$ cat src/rtl/wb_master_pkg.sv
// Shared types and default constants for the Wishbone command master.
// Imported by wb_cmd_master and wbm_timeout_ctr.
package wb_master_pkg;

    typedef enum logic [1:0] {
        IDLE = 2'd0,
        BUS  = 2'd1,
        RESP = 2'd2
    } wbm_state_t;

    localparam int unsigned WBM_ADDR_W          = 32;
    localparam int unsigned WBM_DATA_W          = 32;
    localparam int unsigned WBM_TIMEOUT_DEFAULT = 255;

endpackage

$ cat src/rtl/wbm_timeout_ctr.sv
// Bus-cycle watchdog: counts cycles spent waiting for a slave reply.
// Only instantiated when WB_TIMEOUT_EN is defined.
module wbm_timeout_ctr
    import wb_master_pkg::*;
#(
    parameter int unsigned LIMIT = WBM_TIMEOUT_DEFAULT
) (
    input  logic clk,
    input  logic rst_n,
    input  logic clear,
    input  logic enable,
    output logic expired
);

    localparam logic [15:0] LAST = 16'(LIMIT - 1);

    logic [15:0] cnt;

    // Restart on entry to a bus cycle, then count each waiting cycle.
    always_ff @(posedge clk or negedge rst_n) begin
        if (!rst_n) begin
            cnt <= '0;
        end else if (clear) begin
            cnt <= '0;
        end else if (enable) begin
            cnt <= cnt + 16'd1;
        end
    end

    // Flags the last permitted waiting cycle so the FSM aborts on its edge.
    assign expired = enable && (cnt == LAST);

endmodule

$ cat src/rtl/wb_cmd_master.sv
// Wishbone classic initiator bridging a valid/ready command stream to single
// read/write cycles. Optional ack watchdog enabled by defining WB_TIMEOUT_EN.
module wb_cmd_master
    import wb_master_pkg::*;
#(
    parameter int unsigned ADDR_W         = WBM_ADDR_W,
    parameter int unsigned DATA_W         = WBM_DATA_W,
    parameter int unsigned TIMEOUT_CYCLES = WBM_TIMEOUT_DEFAULT
) (
    input  logic                wb_clk_i,
    input  logic                wb_rst_ni,
    input  logic                cmd_valid_i,
    output logic                cmd_ready_o,
    input  logic                cmd_we_i,
    input  logic [DATA_W/8-1:0] cmd_sel_i,
    input  logic [ADDR_W-1:0]   cmd_adr_i,
    input  logic [DATA_W-1:0]   cmd_dat_i,
    output logic                rsp_valid_o,
    input  logic                rsp_ready_i,
    output logic [DATA_W-1:0]   rsp_dat_o,
    output logic                rsp_err_o,
    output logic                wbm_cyc_o,
    output logic                wbm_stb_o,
    output logic                wbm_we_o,
    output logic [DATA_W/8-1:0] wbm_sel_o,
    output logic [ADDR_W-1:0]   wbm_adr_o,
    output logic [DATA_W-1:0]   wbm_dat_o,
    input  logic                wbm_ack_i,
    input  logic                wbm_err_i,
    input  logic [DATA_W-1:0]   wbm_dat_i
);

    if (TIMEOUT_CYCLES < 1 || TIMEOUT_CYCLES > 65535) begin : g_bad_timeout
        $error("wb_cmd_master: TIMEOUT_CYCLES out of range 1..65535");
    end

    wbm_state_t state;
    logic       cmd_hs;

    assign cmd_hs = (state == IDLE) && cmd_valid_i && cmd_ready_o;

`ifdef WB_TIMEOUT_EN
    logic expired;

    wbm_timeout_ctr #(
        .LIMIT(TIMEOUT_CYCLES)
    ) u_timeout (
        .clk    (wb_clk_i),
        .rst_n  (wb_rst_ni),
        .clear  (cmd_hs),
        .enable (state == BUS),
        .expired(expired)
    );
`endif

    // Transaction FSM; every output is a register updated here.
    always_ff @(posedge wb_clk_i or negedge wb_rst_ni) begin
        if (!wb_rst_ni) begin
            state       <= IDLE;
            cmd_ready_o <= 1'b0;
            rsp_valid_o <= 1'b0;
            rsp_dat_o   <= '0;
            rsp_err_o   <= 1'b0;
            wbm_cyc_o   <= 1'b0;
            wbm_stb_o   <= 1'b0;
            wbm_we_o    <= 1'b0;
            wbm_sel_o   <= '0;
            wbm_adr_o   <= '0;
            wbm_dat_o   <= '0;
        end else begin
            unique case (state)
                IDLE: begin
                    if (cmd_hs) begin
                        cmd_ready_o <= 1'b0;
                        wbm_cyc_o   <= 1'b1;
                        wbm_stb_o   <= 1'b1;
                        wbm_we_o    <= cmd_we_i;
                        wbm_sel_o   <= cmd_sel_i;
                        wbm_adr_o   <= cmd_adr_i;
                        wbm_dat_o   <= cmd_dat_i;
                        state       <= BUS;
                    end else begin
                        cmd_ready_o <= 1'b1;
                    end
                end
                BUS: begin
                    if (wbm_err_i) begin
                        wbm_cyc_o   <= 1'b0;
                        wbm_stb_o   <= 1'b0;
                        rsp_valid_o <= 1'b1;
                        rsp_err_o   <= 1'b1;
                        rsp_dat_o   <= '0;
                        state       <= RESP;
                    end else if (wbm_ack_i) begin
                        wbm_cyc_o   <= 1'b0;
                        wbm_stb_o   <= 1'b0;
                        rsp_valid_o <= 1'b1;
                        rsp_err_o   <= 1'b0;
                        rsp_dat_o   <= wbm_we_o ? '0 : wbm_dat_i;
                        state       <= RESP;
`ifdef WB_TIMEOUT_EN
                    end else if (expired) begin
                        wbm_cyc_o   <= 1'b0;
                        wbm_stb_o   <= 1'b0;
                        rsp_valid_o <= 1'b1;
                        rsp_err_o   <= 1'b1;
                        rsp_dat_o   <= '0;
                        state       <= RESP;
`endif
                    end
                end
                RESP: begin
                    if (rsp_ready_i) begin
                        rsp_valid_o <= 1'b0;
                        cmd_ready_o <= 1'b1;
                        state       <= IDLE;
                    end
                end
                default: begin
                    state       <= IDLE;
                    cmd_ready_o <= 1'b0;
                    rsp_valid_o <= 1'b0;
                    wbm_cyc_o   <= 1'b0;
                    wbm_stb_o   <= 1'b0;
                end
            endcase
        end
    end

endmodule

$ cat config.mk
export PLATFORM = sky130hd
export DESIGN_NAME = wb_cmd_master
export DESIGN_NICKNAME = d
export VERILOG_FILES = /design/src/rtl/wb_master_pkg.sv /design/src/rtl/wbm_timeout_ctr.sv /design/src/rtl/wb_cmd_master.sv
export SDC_FILE = /design/constraint.sdc
export NUM_CORES = 1
export LEC_CHECK = 0
export ABC_AREA = 1
export CELL_PAD_IN_SITES_DETAIL_PLACEMENT = 0
export CELL_PAD_IN_SITES_GLOBAL_PLACEMENT = 2
export CORE_UTILIZATION = 23
export DETAILED_ROUTE_END_ITERATION = 8
export GPL_ROUTABILITY_DRIVEN = 0
export PLACE_DENSITY_LB_ADDON = 0.12
export SYNTH_ARGS = -nofsm -noshare
export SYNTH_HDL_FRONTEND = slang
export SYNTH_SLANG_ARGS = --single-unit
$ cat constraint.sdc
create_clock -name wb_clk_i -period 1.5 [get_ports wb_clk_i]
set_input_delay 0.3 -clock wb_clk_i [delete_from_list [all_inputs] [get_ports wb_clk_i]]
set_output_delay 0.3 -clock wb_clk_i [all_outputs]
set_load 0.05 [all_outputs]
==> results.json, run 1 <==
{
  "outcome": "complete, no violations",
  "crit_chain": "nor2_2, nand3_4, buf_4, nand2_1, o21ai_0",
  "boundaryPins": 213,
  "synthDistinctLibCells": 18,
  "path_max_fanout": 28,
  "numCtsBuffers": 9,
  "num_antenna_cells": 0,
  "yosysWarnings": 0,
  "max_freq_ghz": 0.7505,
  "portBuffers": 212,
  "finalClockSkew_ps": 4.276,
  "ys_seq_area_frac": 0.6052,
  "nets": 790,
  "clockBufferDepth": 2,
  "grt_pass1_vias": 3643,
  "power_leakage_nw": 3.902,
  "layout.cells.non_filler": 922,
  "final_cell_mix": "149 x nand2_1, 113 x buf_12, 107 x dfrtp_1",
  "dp_cells": 905,
  "finalCriticalPeriod_ps": 1333,
  "dieArea_um2": 19800,
  "area.growth.synth_to_final_pct": 86.06,
  "gr-usage-all-layers": 0.1291,
  "die_h_um": 140.7,
  "grt_pass1_wl_mm": 19.58,
  "drc": 0,
  "antenna_found_initial": 0,
  "core_area_um2": 18770,
  "wirelength_mm": 12.23,
  "setup_viol": 0,
  "cts_tree": "done",
  "dp_hpwl_mm": 9.185,
  "synthCells": 470,
  "grt_remaining_overflow": 0,
  "grt_max_degree": 47,
  "slowest_delay_ps": 450,
  "end_kind": "flip-flop",
  "drive_above_1_share": 0.2544,
  "r2r_cells": 5,
  "via_count": 3630,
  "grt_setup_unrepaired": "false",
  "syn_nets": 577,
  "drt-initial-drc-count": 105,
  "ys_ff_latch": 107,
  "preCtsSetupSlack_ps": -84.86,
  "relSlewSlack": 0.7543,
  "synth_area_um2": 4424,
  "htreeDepth": 3,
  "fp-row-count": 50,
  "arrival_ps": 1550,
  "vias_per_cell": 3.937,
  "cts.sinks": 107,
  "critPathBufInv": 1,
  "final.setup.worst_slack_ps": 167.5,
  "dr.pass1.iters": 4,
  "hold_viol": 0,
  "maxCapViolCount": 0,
  "slew_violations": 0,
  "ir_drop_mv": 1.067,
  "worst_slew_pin_slew_ps": 368.6,
  "clkLatencyLatePin_ps": 350,
  "required_ps": 1720,
  "post_dp_cell_area_um2": 7894,
  "power_density_nw_per_um2": 2677,
  "path_clk_slew_ps": 70,
  "cp.depth": 5,
  "worst_path_max_delay_cell": "dfrtp_1",
  "ctsRootBufferMaster": "clkbuf_16",
  "ant_nets": 0,
  "die_x_um": 140.7,
  "post_drt_wl_per_cell_um": 13.27,
  "final_common_cell": "nand2_1",
  "hold_class": "in2async",
  "crit_type": "reg2reg",
  "avgSynthCellArea_um2": 9.413,
  "final_area_um2": 8232,
  "start_util": 0.2357,
  "crit_family": "flip-flops",
  "start_kind": "flip-flop",
  "fin_crit_sh": 0.8884
}
[worst paths after layout]
kind / start / endpoint / slack, ps
worst min register to register: rsp_valid_o / rsp_valid_o / 540
worst max-delay path: state[1] / wbm_dat_o[24] / 170
worst max register to register: state[1] / wbm_dat_o[24] / 170
min in group wb_clk_i: cmd_adr_i[6] / wbm_adr_o[6] / 490
worst min-delay path: wb_rst_ni / rsp_dat_o[15] / 410
max in group asynchronous: wb_rst_ni / wbm_adr_o[26] / 500
[routing by layer]
| metal | wire [µm] | global-route usage | vias to the layer above |
|---|---|---|---|
| met4 | 203 | 0.05320 | 0 |
| met3 | 937 | 0.04450 | 11 |
| met5 | 0 | 0 | - |
| met2 | 5792 | 0.2045 | 121 |
| met1 | 5300 | 0.1603 | 1641 |
| li1 | - | - | 1857 |
[power breakdown]
part | switching, mW | internal (mW) | total (mW)
clock network | 1.08 | 1.51 | 2.59
registers | 1.54 | 4.29 | 5.83
logic | 7.20 | 6.41 | 13.6
total | 9.83 | 12.2 | 22.0
[final cells by class]
type,instances,area (µm²)
clock inverter,6,88.84
tap,234,292.8
inverter,76,285.3
timing repair buffer,228,3391
sequential,107,2678
fill,1819,10540
multi-input combinational,261,1257
clock buffer,10,239.0
[sequential cells by signal (all words and copies together) (netlist names)]
name         flops
wbm_adr_o       32
wbm_stb_o        1
rsp_dat_o       32
wbm_we_o         1
wbm_sel_o        4
state            2
cmd_ready_o      1
wbm_dat_o       32
rsp_err_o        1
rsp_valid_o      1
[cell usage after synthesis, drive strengths merged]
master / instances / area share
nand2: 150 / 0.13
dfrtp: 107 / 0.61
o21ai: 103 / 0.14
inv: 76 / 0.064
buf: 21 / 0.044
clkbuf: 5 / 0.0042
nor2: 4 / 0.0045
nand3: 2 / 0.0034
a21o: 1 / 0.0017
nand3b: 1 / 0.0017
[through the flow]
stage / utilization / TNS (ps) / hold WS (ps) / power, mW
floorplan: - / 0 / 4.409 / 12.21
global placement: 0.4206 / -134.8 / 249.4 / 19.55
detailed placement: 0.4206 / -1159 / 246.5 / 19.67
CTS: 0.4386 / 0 / 416.0 / 22.39
global route: 0.4386 / 0 / 443.1 / 23.13
finish: 0.4386 / 0 / 414.0 / 22.04
[what timing repair did]
action | CTS | global route
buffers inserted | 0 | 0
hold buffers | 1 | 0
endpoints found under the hold margin | 23 | 0
endpoints found under the setup margin | 0 | 0
gates resized for setup | 0 | 0
[kinds of logic after synthesis]
family | count (synthesis) | share of synthesized area
flip-flops | 107 | 0.6052
buffers and inverters | 102 | 0.1128
AND/OR/NAND/NOR | 157 | 0.1374
AO/OA/AOI/OAI | 104 | 0.1445
(Power assumes the default switching activity.)
==> inputs of run 2 (changes only) <==
--- a/config.mk
+++ b/config.mk
@@ -9,9 +9,10 @@
 export CELL_PAD_IN_SITES_DETAIL_PLACEMENT = 0
 export CELL_PAD_IN_SITES_GLOBAL_PLACEMENT = 2
 export CORE_UTILIZATION = 23
+export CTS_CLUSTER_SIZE = 25
 export DETAILED_ROUTE_END_ITERATION = 8
 export GPL_ROUTABILITY_DRIVEN = 0
-export PLACE_DENSITY_LB_ADDON = 0.12
+export PLACE_DENSITY = 0.8
 export SYNTH_ARGS = -nofsm -noshare
 export SYNTH_HDL_FRONTEND = slang
 export SYNTH_SLANG_ARGS = --single-unit
==> results.json, run 2 (same netlist as run 1, synthesis figures left out) <==
{
  "outcome": "complete, no violations",
  "max_freq_ghz": 0.7221,
  "worst_path_max_delay_cell": "dfrtp_1",
  "grt_max_degree": 50,
  "boundaryPins": 213,
  "clkLatencyLatePin_ps": 340,
  "arrival_ps": 1640,
  "p_switching_mw": 9.892,
  "htreeDepth": 3,
  "num_antenna_cells": 0,
  "drive_above_1_share": 0.2626,
  "setup_viol": 0,
  "cts_setup_buffers": 0,
  "cts_tree": "done",
  "end_kind": "flip-flop",
  "top_regs": "rsp_dat_o: 32 flops, wbm_adr_o: 32 flops, wbm_dat_o: 32 flops",
  "start_kind": "flip-flop",
  "die_x_um": 140.7,
  "post_drt_wl_per_cell_um": 13.18,
  "p_sw_frac": 0.4493,
  "ctsRootBufferMaster": "clkbuf_16",
  "power_leakage_nw": 3.932,
  "sequentialPowerShare": 0.266,
  "worst_slew_pin_slew_ps": 271.4,
  "finalCriticalPeriod_ps": 1385,
  "numCtsBuffers": 9,
  "ant_nets": 0,
  "crit_type": "reg2reg",
  "area.growth.synth_to_final_pct": 87.05,
  "antenna_found_initial": 0,
  "multiInputGateArea_um2": 1257,
  "n_fill_cell": 1768,
  "cts.sinks": 107,
  "ir_drop_mv": 1.099,
  "clockBufferDepth": 2,
  "dp_hpwl_mm": 9.474,
  "maxCapViolCount": 0,
  "finalClockSkew_ps": 5.376,
  "slew_violations": 0,
  "required_ps": 1750,
  "dieArea_um2": 19800,
  "preCtsSetupSlack_ps": -87.80,
  "path_max_fanout": 40,
  "grt_setup_unrepaired": "false",
  "relSlewSlack": 0.8191,
  "nets": 800,
  "clkPwrFrac": 0.106,
  "cts-resized-gates": 0,
  "fin_crit_sh": 0.9232,
  "path_clk_slew_ps": 70,
  "power_density_nw_per_um2": 2661,
  "die_h_um": 140.7,
  "via_count": 3721,
  "wirelength_mm": 12.27,
  "layout.cells.non_filler": 931,
  "crit_family": "flip-flops",
  "hold_viol": 0,
  "gr-usage-all-layers": 0.1271,
  "fin_util": 0.4409,
  "p_int_mw": 12.13,
  "grt_remaining_overflow": 0,
  "dp_cells": 915,
  "combPwrFrac": 0.628,
  "grt_pass1_wl_mm": 19.73,
  "core_area_um2": 18770,
  "grt_pass1_vias": 3825,
  "portBuffers": 212,
  "seqCellArea_um2": 2678,
  "start_util": 0.2357,
  "slowest_delay_ps": 440,
  "final.setup.worst_slack_ps": 115.2,
  "final_cell_mix": "149 x nand2_1, 114 x buf_12, 107 x dfrtp_1",
  "hold_class": "in2async",
  "fp-row-count": 50,
  "dr.pass1.iters": 4,
  "drc": 0,
  "setup_tns_ps": 0,
  "vias_per_cell": 3.997,
  "crit_chain": "nor2_2, nand3_4, buf_4, buf_12, o21ai_0",
  "drt-initial-drc-count": 118,
  "final_common_cell": "nand2_1",
  "critPathBufInv": 2
}
## run 2: changes by cell type in the layout (fill, tap and decap cells not counted), sizes merged
cell | previous run | this run
buf | 122 | 132
bufinv | 2 | 1
## run 2: area by class of cell
cell class | count | area share
Timing Repair Buffer | 238 | 0.4203
Sequential cell | 107 | 0.3236
Multi-Input combinational cell | 261 | 0.1520
Tap cell | 234 | 0.03538
Inverter | 76 | 0.03447
Clock buffer | 10 | 0.02767
Clock inverter | 5 | 0.006653
## run 2: worst register-to-register path, cell delays in order (launching register included)
cell     delay, ps
dfrtp_1        440
nor2_2         190
nand3_4        110
buf_4          180
buf_12         160
o21ai_0        200
## run 2: worst paths after layout
| check | from | slack [ps] | to | cells after the start |
|---|---|---|---|---|
| worst max-delay path | state[1] | 120 | wbm_dat_o[10] | 5 |
| worst min-delay path | wb_rst_ni | 380 | rsp_dat_o[2] | 2 |
| worst max register to register | state[1] | 120 | wbm_dat_o[10] | 5 |
| worst min register to register | rsp_valid_o | 550 | rsp_valid_o | 2 |
| max in group asynchronous | wb_rst_ni | 580 | wbm_adr_o[8] | 3 |
| min in group wb_clk_i | cmd_adr_i[15] | 500 | wbm_adr_o[15] | 3 |
## run 2: repair_timing
| action | in CTS | in global routing |
|---|---|---|
| setup endpoints to repair | 0 | 0 |
| hold buffers | 1 | 0 |
| hold endpoints to repair | 16 | 0 |
## run 2: per-stage QoR
step           cell area, µm²  hold WS, ps  power (mW)
6_report                 8275        376.1       22.02
3_5_place_dp             7981        198.4       19.91
2_1_floorplan            4424        4.409       12.21
3_3_place_gp             7981        192.0       19.70
5_1_grt                  8275        370.3       23.08
4_1_cts                  8275        352.5       22.32
## run 2: routing by layer
layer  share of wire  up-vias  global-route usage
met2            0.49      119              0.2129
met4           0.014        0             0.03776
met3           0.079       11             0.04789
met1            0.42     1719              0.1513
li1                -     1872                   -
met5               0        -                   0
## run 2: power by group through the flow
stage / Sequential, mW / Combinational [mW] / Clock, mW
2_1_floorplan: 9.83 / 2.38 / 0
3_3_place_gp: 5.89 / 13.8 / 0
3_5_place_dp: 5.93 / 14.0 / 0
4_1_cts: 5.90 / 14.0 / 2.42
5_1_grt: 6.05 / 14.5 / 2.53
6_report: 5.86 / 13.8 / 2.32
